### src/rtl/acc_result_serializer_if.sv
// Beat stream between the accumulator serializer (master) and its consumer (slave).
// ACC_SER_PARITY_EN adds the even-parity sideband s_par.
interface acc_result_serializer_if #(
  parameter int unsigned BEAT_W = 8,
  parameter int unsigned IDX_W  = 3
);
  logic              s_valid;
  logic              s_ready;
  logic [BEAT_W-1:0] s_data;
  logic              s_last;
  logic [IDX_W-1:0]  s_idx;
`ifdef ACC_SER_PARITY_EN
  logic              s_par;
`endif

  modport master (
    output s_valid, s_data, s_last, s_idx,
`ifdef ACC_SER_PARITY_EN
    output s_par,
`endif
    input  s_ready
  );

  modport slave (
    input  s_valid, s_data, s_last, s_idx,
`ifdef ACC_SER_PARITY_EN
    input  s_par,
`endif
    output s_ready
  );
endinterface

### src/rtl/acc_result_serializer.sv
// Captures the MAC accumulator word on load and unloads it LSB-first as beats.
// ACC_SER_PARITY_EN adds an even-parity bit per beat on s_par.
module acc_result_serializer #(
  parameter int unsigned DATA_W = 34,
  parameter int unsigned BEAT_W = 8
) (
  input  logic                   clk,
  input  logic                   clr,
  input  logic                   load,
  input  logic [DATA_W-1:0]      acc_in,
  output logic                   busy,
  acc_result_serializer_if.master s
);
  localparam int unsigned BEATS = (DATA_W + BEAT_W - 1) / BEAT_W;
  localparam int unsigned IDX_W = (BEATS > 1) ? $clog2(BEATS) : 1;
  localparam int unsigned SH_W  = BEATS * BEAT_W;
  localparam logic [IDX_W-1:0] LAST_IDX = IDX_W'(BEATS - 1);

  localparam logic [0:0] IDLE = 1'b0;
  localparam logic [0:0] SEND = 1'b1;

  logic [0:0]                   state_q, state_d;
  logic [IDX_W-1:0]             idx_q, idx_d;
  logic [BEATS-1:0][BEAT_W-1:0] shadow_q, shadow_d;
  logic [BEAT_W-1:0]            data_q, data_d;
  logic                         last_q, last_d;

  // State and output registers; clr clears everything immediately.
  always_ff @(posedge clk or posedge clr) begin
    if (clr) begin
      state_q  <= IDLE;
      idx_q    <= '0;
      shadow_q <= '0;
      data_q   <= '0;
      last_q   <= 1'b0;
    end else begin
      state_q  <= state_d;
      idx_q    <= idx_d;
      shadow_q <= shadow_d;
      data_q   <= data_d;
      last_q   <= last_d;
    end
  end

  // Next-state and next-output logic; data/last are precomputed for the beat shown next cycle.
  always_comb begin
    state_d  = state_q;
    idx_d    = idx_q;
    shadow_d = shadow_q;
    data_d   = data_q;
    last_d   = last_q;
    case (state_q)
      IDLE: begin
        if (load) begin
          state_d  = SEND;
          idx_d    = '0;
          shadow_d = SH_W'(acc_in);
          data_d   = acc_in[BEAT_W-1:0];
          last_d   = (BEATS == 1);
        end
      end
      SEND: begin
        if (s.s_ready) begin
          if (idx_q == LAST_IDX) begin
            state_d = IDLE;
            idx_d   = '0;
            data_d  = '0;
            last_d  = 1'b0;
          end else begin
            idx_d  = idx_q + IDX_W'(1);
            data_d = shadow_q[idx_d];
            last_d = (idx_d == LAST_IDX);
          end
        end
      end
      default: begin
        state_d = IDLE;
        idx_d   = '0;
        data_d  = '0;
        last_d  = 1'b0;
      end
    endcase
  end

  assign busy      = (state_q == SEND);
  assign s.s_valid = (state_q == SEND);
  assign s.s_data  = data_q;
  assign s.s_last  = last_q;
  assign s.s_idx   = idx_q;

`ifdef ACC_SER_PARITY_EN
  logic par_q;

  // Parity is registered alongside the beat so it shares its stability.
  always_ff @(posedge clk or posedge clr) begin
    if (clr) par_q <= 1'b0;
    else     par_q <= ^data_d;
  end

  assign s.s_par = par_q;
`endif
endmodule

### src/flat_wrapper.sv
// flat-port wrapper written by rule: the top's interface ports become plain ports
module acc_result_serializer_flat 
#(
  parameter int unsigned DATA_W = 34,
  parameter int unsigned BEAT_W = 8
)
  (clk, clr, load, acc_in, busy, s_s_valid, s_s_data, s_s_last, s_s_idx, s_s_ready);
  acc_result_serializer_if #(.BEAT_W(BEAT_W), .IDX_W((3))) s_i ();
  input  logic clk;
  input  logic clr;
  input  logic load;
  input  logic [DATA_W-1:0] acc_in;
  output logic busy;
  output wire logic [$bits(s_i.s_valid)-1:0] s_s_valid;
  output wire logic [$bits(s_i.s_data)-1:0] s_s_data;
  output wire logic [$bits(s_i.s_last)-1:0] s_s_last;
  output wire logic [$bits(s_i.s_idx)-1:0] s_s_idx;
  input wire logic [$bits(s_i.s_ready)-1:0] s_s_ready;
  assign s_s_valid = s_i.s_valid;
  assign s_s_data = s_i.s_data;
  assign s_s_last = s_i.s_last;
  assign s_s_idx = s_i.s_idx;
  assign s_i.s_ready = s_s_ready;
  acc_result_serializer #(.DATA_W(DATA_W), .BEAT_W(BEAT_W)) u_core (.clk(clk), .clr(clr), .load(load), .acc_in(acc_in), .busy(busy), .s(s_i));
endmodule
### config.mk
export PLATFORM = sky130hd
export DESIGN_NAME = acc_result_serializer_flat
export DESIGN_NICKNAME = d
export VERILOG_FILES = /design/src/rtl/acc_result_serializer_if.sv /design/src/rtl/acc_result_serializer.sv /design/src/flat_wrapper.sv
export SDC_FILE = /design/constraint.sdc
export NUM_CORES = 1
export LEC_CHECK = 0
export BUFFER_PORTS_ARGS = -buffer_cell sky130_fd_sc_hd__buf_2
export CORE_ASPECT_RATIO = 0.9
export CORE_MARGIN = 10
export CORE_UTILIZATION = 53
export CTS_CLUSTER_DIAMETER = 40
export CTS_CLUSTER_SIZE = 30
export DETAILED_ROUTE_END_ITERATION = 10
export PLACE_DENSITY = 0.84
export SLEW_MARGIN = 20
export SYNTH_ARGS = -nofsm -noshare
export SYNTH_HDL_FRONTEND = slang
export SYNTH_SLANG_ARGS = --single-unit
### constraint.sdc
create_clock -name clk -period 2.9 [get_ports clk]
set_clock_uncertainty 0.2 [all_clocks]
set_input_delay 0.58 -clock clk [delete_from_list [all_inputs] [get_ports clk]]
set_output_delay 0.58 -clock clk [all_outputs]
set_load 0.005 [all_outputs]
---- After elaboration in Yosys (flattened, before gate mapping) ----
Cells that the tools add are included.
operators by class
  equal/unequal tests ..................... 4
  $lt $le $gt $ge ......................... 1
  bitwise operators ....................... 1
  mux-type cells .......................... 18
  add/subtract/negate cells ............... 1
  reduce and logical (&&, ||, !) cells .... 2
operators with widths
  operator             count
  $mux 8               4
  $bmux 8 s3           1
  $pmux 8 s2           1
  $mux 3               3
  $eq 3x3->1 const B   2
  $mux 1               6
  $pmux 3 s2           1
  $lt 3x4->1 const B   1
  $ne 2x2->1 const B   2
  $pmux 1 s2           2
  $reduce_and 2->1     2
  $add 3x1->3 const B  1
  $not 1->1            1
storage, ports and cells
  input port bits ......................... 38
  bits in registers ....................... 47
  word-level logic and storage cells ...... 36

---- Depth between registers and ports, before layout ----
Gate-level depths: netlist of the first run.
  depth in word-level cells ............... 6
  mapped depth ............................ 7

---- Least setup slack after synthesis of the first run ----
OpenSTA, ideal clock, no wires.
  path type ............................... flip-flop to flip-flop
  start point ............................. register u_core.idx_q[0] (netlist: u_core.s.s_idx[0])
  end point ............................... register u_core.data_q[2] (netlist: u_core.s.s_data[2])
  arrival time ............................ 1745 ps
  slack ................................... 829 ps
  stages on the path, launching flop included .. 8
  cells stage by stage .................... dfrtp_1 buf_6 inv_1 ha_1 buf_6 mux4_2 o211ai_1 a21oi_1
on the way
  longest elaborated chain between the ends .. 6
  elaborated cells between the ends (all ways) .. 7
  classes of those cells .................. 1 x add/sub; 1 x eq/ne; 5 x mux
RTL lines
  what                          RTL line                     text
  start: declaration            acc_result_serializer.sv:23  logic [IDX_W-1:0] idx_q, idx_d;
  start signal: assignment      acc_result_serializer.sv:38  idx_q <= idx_d;
  $add 3x1->3                   acc_result_serializer.sv:70  idx_d = idx_q + IDX_W'(1);
  $bmux 8 s3                    acc_result_serializer.sv:71  data_d = shadow_q[idx_d];
  $mux 8 (not written as such)  acc_result_serializer.sv:71
  $mux 8 *                      acc_result_serializer.sv:64  if (idx_q == LAST_IDX) begin
  $mux 8 *                      acc_result_serializer.sv:63  if (s.s_ready) begin
  $pmux 8 s2 *                  acc_result_serializer.sv:52  case (state_q)
  end signal: assignment        acc_result_serializer.sv:40  data_q <= data_d;
  end: declaration              acc_result_serializer.sv:25  logic [BEAT_W-1:0] data_q, data_d;
Mark *: on every way between the ends. The rest lies on a longest branch, timed or not. The select of a mux whose other input is x is not followed.
A chain may end at the register's enable or synchronous reset.

---- Worst setup path in the final report of the first run ----
  start point ............................. register u_core.idx_q[1] (netlist: u_core.s.s_idx[1])
  end point ............................... register u_core.data_q[1] (netlist: u_core.s.s_data[1])
The elaborated chain is that of the path after synthesis.

==> results of run 1 <==
==> cell families after synthesis <==
kind of cell | after synthesis
simple gates | 124
flops | 47
compound gates | 33
buf+inv | 19
mux | 9
fa+ha+maj | 3
==> sequential cells by signal, indices dropped and copies added (netlist names) <==
signal and flops:
u_core.s.s_last 1, u_core.s.s_idx 3, u_core.shadow_q 34, u_core.s.s_data 8, u_core.busy 1
==> Yosys cell counts, drive strengths merged <==
cell    number
inv          3
nor2         9
nand2      104
a22o         1
o31ai        1
o211ai       8
o22a         1
mux4         8
dfrtp       47
buf         13
ha           3
nand2b       1
nor2b        2
clkbuf       3
and3b        1
and2         1
o21ai       14
nand3        3
a21oi        6
nor3b        1
mux2         1
and4b        2
a31oi        2
==> report_power, final <==
| part | internal [mW] | switching (mW) | leakage [nW] | total, mW |
|---|---|---|---|---|
| Combinational | 0.526 | 0.517 | 0.710 | 1.04 |
| Clock | 0.279 | 0.213 | 0.0612 | 0.492 |
| Sequential | 0.954 | 0.199 | 0.581 | 1.15 |
| Total | 1.76 | 0.930 | 1.35 | 2.69 |
==> worst paths after layout <==
path | from | end | slack (ps) | cells after the start
setup / recovery | u_core.s.s_idx[1] | u_core.s.s_data[1] | 670 | 5
hold / removal | clr | u_core.s.s_data[0] | 30 | 2
setup reg to reg | u_core.s.s_idx[1] | u_core.s.s_data[1] | 670 | 5
hold reg to reg | u_core.shadow_q[18] | u_core.shadow_q[18] | 270 | 2
max in group asynchronous | clr | u_core.shadow_q[18] | 1760 | 3
min in group clk | acc_in[22] | u_core.shadow_q[22] | 260 | 3
==> layer usage <==
layer | vias to the layer above | global-route usage | part of all wire
met3 | 5 | 0.04600 | 0.084
met2 | 61 | 0.2347 | 0.49
met5 | - | 0 | 0
met1 | 878 | 0.1952 | 0.42
li1 | 866 | - | -
met4 | 0 | 0.05172 | 0.011
==> layout make-up <==
cell class	count	area share
repair buffers	56	0.1127
clock buffers	6	0.03179
inverters	3	0.004335
well taps	48	0.02312
flip-flops and latches	47	0.4528
multi-input cells	169	0.3618
clock inverters	2	0.01349
==> layout by cell type (no fill, tap or decap), drive strengths merged, types with 6 or more instances in the layout <==
master / count
buf: 56
dfrtp: 47
clkbuf: 6
o211ai: 8
nand2: 104
o21ai: 14
mux4: 8
nor2: 9
a21oi: 6
==> results.md, run 1 <==
- Post-Synth Adder-Cell Area: 0.01694
- Setup crit end kind: flip-flop
- Port Buf Inserts: 51
- Total Routing Usage GR: 0.1505
- CP max stage delay: 620 ps
- TritonCTS clock tree: yes
- Core Area: 4046 µm²
- Antenna Cells: 0
- Num CTS Buffers: 5
- Chip height: between 80 and 90 µm
- Syn Nets: 276
- Tmin final: roughly 2200 ps
- I/O pin count: 52
- CP max FO: 11
- CP Launch Type: flip-flop
- Status: finished clean
- Power Dens Cells: between 1000 and 1500 nW/µm²
- Die width: roughly 88 µm
- Post-Synthesis Cell Area: 2216 µm²
- Xor/xnor share of the synthesized area: 0
- Max-slew headroom at the worst pin: 0.5668
- Detailed router's first-iteration violation count: around 130
- Final instance area: 2597 µm²
- Fin. Hold Viols: 0
- Fin crit share: 0.7678
- Synth Area in Compound Gates: 0.08922
- Fraction of layout cells with a size suffix above 1: 0.2650
- Initial Util: 0.5476
- Clk sink count: 47
- H-tree depth: 2
- Post-DR wirelength/cell: about 16 µm
- Synth Area per Inst: between 9 and 10 µm²
- Area of the multi-input gates: ~940 µm²
- Non-Filler Instances: roughly 330
- WP data arrival: 2210 ps
- Final WL: roughly 5.3 mm
- Flop and latch count out of synthesis: 47
- Leakage Power: around 1.4 nW
- First-pass GRT wire length: approximately 8.6 mm
- PnR worst setup slack: 673.4 ps
- DRC viols: 0
- Worst EP required: roughly 2900 ps
- Avg Vias per Cell: ~5.5
- Max Freq: 449.1 MHz
- Synth area leaders: dfrtp_1, nand2_1, mux4_2
- Placed instance area: roughly 2500 µm²
- Yosys top cell by area: dfrtp_1
- Post-DRT Antenna Nets: 0
- Crit path buf inv count: 1
- Reg clk slew, reported paths: roughly 80 ps
- Num rows: 22
- Maximum buffer depth of the clock tree: 2
- Worst slew pin tran: between 600 and 700 ps
- Routed via count: 1,810
- Post-CTS setup buffer count: 0
- GRT Residual Overflow: 0
- Final setup viols: 0
- DR pass1 iterations: 4
- Vias in the first global route: between 1,500 and 2,000
- Hold-fix buffers at CTS: 0
- Crit path max-delay family: multiplexers
- VDD IR max: roughly 0.00045 V
- Largest net degree at the start of global routing: 43
- Synth Warn #: 0
- Initial antenna violation count: 0
- RSZ-0062 raised after global routing: no
- Hold Crit Class: in -> async
- Total power draw: 2.689 mW
- Post-CTS Resized: 0
- MaxCap Viol Count: 0
- Fillers: around 360
- Root Buffer: clkbuf_8
- Fin nets: between 300 and 400
- Netlist cell types: 26
- Sum of negative setup slack: 0 ps
- Final Util: 0.6419
- Main combinational cell family by area after synthesis: simple AND/OR/NAND/NOR gates
- Inst Count DP: between 300 and 400
- Die area: just over 7000 µm²
- CP Cell Sequence: inv_1 > ha_1 > mux4_1 > o211ai_1 > a31oi_1
- P&R area growth vs syn: 17.22%
- Clk_lat worst skew: approximately 300 ps
- Pre-CTS WS: ~660 ps
- Slowest-stage cell, CP: mux4_1
- Hold slack: around 28 ps
- Critical path type: reg -> reg
- Post-DP HPWL: 3.791 mm
- Proportion of netlist area held by the largest area contributor: 0.5308
- Gp weighted congestion: a little under 0.8
- Syn Inst Count: approximately 240
- Synth Area in Simple Gates: 0.2270
- Post-synthesis sequential area ratio: 0.5308
- Max Slew Vio Count: 0
- Register area: approximately 1200 µm²
- Post-synthesis mux area share: 0.08978
(Power assumes the default switching activity.)
==> run 2: changes to the inputs <==
- CORE_UTILIZATION: 53 -> 48
- PLACE_DENSITY: 0.84 -> 0.8
- clock period: 2.9 -> 1.9 ns (I/O delays scaled with it)
==> run 2 against run 1 <==
Compared with the run above: cell area rose by 2.5%; sequential share of layout area decreased by 1.1 points; register-to-register slack got worse by 590 ps; worst hold slack improved by 28 ps; final cell count grew 6.0%; critical path depth stayed put; non-clock buffer count up 6; routed wire length grew 3.4%; clock-buffer cell count did not move.
==> results.md, run 2 (same netlist as run 1, synthesis figures left out) <==
- Sw frac: 0.3574 (+0.01168)
- Post-DR wirelength/cell: 15.61 µm (-2.5%)
- CP max FO: 7 (-4)
- MaxCap Viol Count: 0 (unchanged)
- Worst EP required: 1890 ps (-990 ps)
- PnR worst setup slack: 80.01 ps (-593.4 ps)
- Max-slew headroom at the worst pin: 0.6875 (+0.1207)
- DR pass1 iterations: 4 (unchanged)
- Post-DRT Antenna Nets: 0 (unchanged)
- Die width: 91.62 µm (+3.9%)
- Worst slew pin tran: 468.0 ps (-179.4 ps)
- Commonest non-fill, non-tap cell in the layout: nand2_1
- Sw Pwr: 1.469 mW (+58%)
- CP max stage delay: 510 ps (-110 ps)
- Avg Vias per Cell: 5.225 (-4.4%)
- H-tree depth: 2 (unchanged)
- Post-DP HPWL: 4.025 mm (+6.2%)
- WP data arrival: 1810 ps (-400 ps)
- R2r setup slk: 80 ps (-590 ps)
- Fin crit share: 0.9579 (+0.1901)
- Num CTS Buffers: 5 (unchanged)
- Leakage Power: 1.360 nW (+0.51%)
- Inst Count DP: 342 (+5.9%)
- Total power draw: 4.110 mW (+53%)
- Clk_lat worst skew: 300 ps (about the same)
- Tmin final: 1820 ps (-406.6 ps)
- Combinational power share: 0.431 (+0.043)
- Sum of negative setup slack: 0 ps (unchanged)
- Detailed router's first-iteration violation count: 196 (+53%)
- Pre-CTS WS: 31.34 ps (-630.2 ps)
- VDD IR max: 0.0006147 V (+36%)
- Sequential power share: 0.425 (-0.004)
- Fin nets: 329 (+1.9%)
- Final WL: 5.480 mm (+3.4%)
- Initial antenna violation count: 0 (unchanged)
- Gp weighted congestion: 0.7971 (+2.3%)
- Fraction of layout cells with a size suffix above 1: 0.2941 (+0.02910)
- Root Buffer: clkbuf_8
- Setup crit end kind: flip-flop
- Fin. Hold Viols: 0 (unchanged)
- I/O pin count: 52 (unchanged)
- TritonCTS clock tree: yes
- Clk sink count: 47 (unchanged)
- Final Util: 0.5969 (-0.04502)
- Antenna Cells: 0 (unchanged)
- DRC viols: 0 (unchanged)
- Clk pwr share: 0.144 (-0.039)
- CP Launch Type: flip-flop
- Power Dens Cells: 1544 nW/µm² (+49%)
- Status: finished clean
- Crit path max-delay family: multiplexers
- Port Buf Inserts: 51 (unchanged)
- Placed instance area: 2562 µm² (+3.3%)
- Commonest non-fill, non-tap cells in the layout: nand2_1, buf_2, dfrtp_1
- Reg clk slew, reported paths: 90 ps (about the same)
- Core Area: 4461 µm² (+10%)
- Hold slack: 56.05 ps (+27.77 ps)
- Max Slew Vio Count: 0 (unchanged)
- GRT Residual Overflow: 0 (unchanged)
- P&R area growth vs syn: 20.16%
- Crit path buf inv count: 1 (unchanged)
- Slowest-stage cell, CP: mux4_2
- Most flops, register: u_core.shadow_q
- Num rows: 23 (+4.5%)
- First-pass GRT wire length: 9.259 mm (+8.0%)
- Die area: 7738 µm² (+7.9%)
- Chip height: 84.46 µm (+3.8%)
- Total Routing Usage GR: 0.1455 (-0.004985)
- Int Pwr: 2.641 mW (+50%)
- Maximum buffer depth of the clock tree: 2 (unchanged)
- Max reg flops: 34 (unchanged)
- RSZ-0062 raised after global routing: no
- Routed via count: 1,834 (+1.3%)
- Vias in the first global route: 1,896 (+5.5%)
- Final setup viols: 0 (unchanged)
- Initial Util: 0.4968 (-0.05084)
- Max Freq: 549.5 MHz (+22%)
- Hold Crit Class: in -> reg
- Final instance area: 2663 µm² (+2.5%)
- Critical path type: reg -> reg
- Largest net degree at the start of global routing: 44 (+2.3%)
- Non-Filler Instances: 351 (+6.0%)
- CP Cell Sequence: inv_4 > ha_4 > mux4_2 > o211ai_1 > a21oi_1
run 2: final timing paths:
check	startpoint	depth (start not counted)	to
worst max-delay path	u_core.s.s_idx[0]	5	u_core.s.s_data[3]
worst min-delay path	acc_in[14]	3	u_core.shadow_q[14]
worst max register to register	u_core.s.s_idx[0]	5	u_core.s.s_data[3]
worst min register to register	u_core.shadow_q[33]	2	u_core.shadow_q[33]
max in group asynchronous	clr	4	u_core.shadow_q[8]
min in group asynchronous	clr	3	u_core.s.s_last
run 2: timing repair:
item / 4_1_cts / 5_1_grt
setup buffers: 0 / 0
endpoints found under the setup margin: 0 / 9
gates resized for setup: 0 / 4
endpoints found under the hold margin: 19 / 0
hold buffers: 1 / 0
run 2: power groups by stage:
stage / Sequential [mW] / Clock (mW) / Combinational [mW]
finish: 1.75 / 0.593 / 1.77
global route: 1.80 / 0.650 / 1.98
CTS: 1.74 / 0.607 / 1.77
detailed placement: 1.77 / 0 / 1.76
global placement: 1.73 / 0 / 1.69
floorplan: 1.68 / 0 / 1.28
run 2: cell type report:
cell class | instances | area (µm²)
multi-input combinational | 169 | 957.2
timing repair buffer | 62 | 352.8
tap | 62 | 77.57
fill | 413 | 1798
clock inverter | 2 | 12.51
clock buffer | 6 | 72.57
sequential | 47 | 1176
inverter | 3 | 13.76
run 2: metal layers:
layer | global-route usage | vias up | share of wire
met2 | 0.2311 | 66 | 0.47
met5 | 0 | - | 0
met3 | 0.04626 | 8 | 0.078
met4 | 0.05263 | 0 | 0.015
li1 | - | 884 | -
met1 | 0.1814 | 876 | 0.43
run 2: tightest hold or removal path: stages:
cell	delay, ps
buf_2	70
nand2_1	40
nand2_1	40
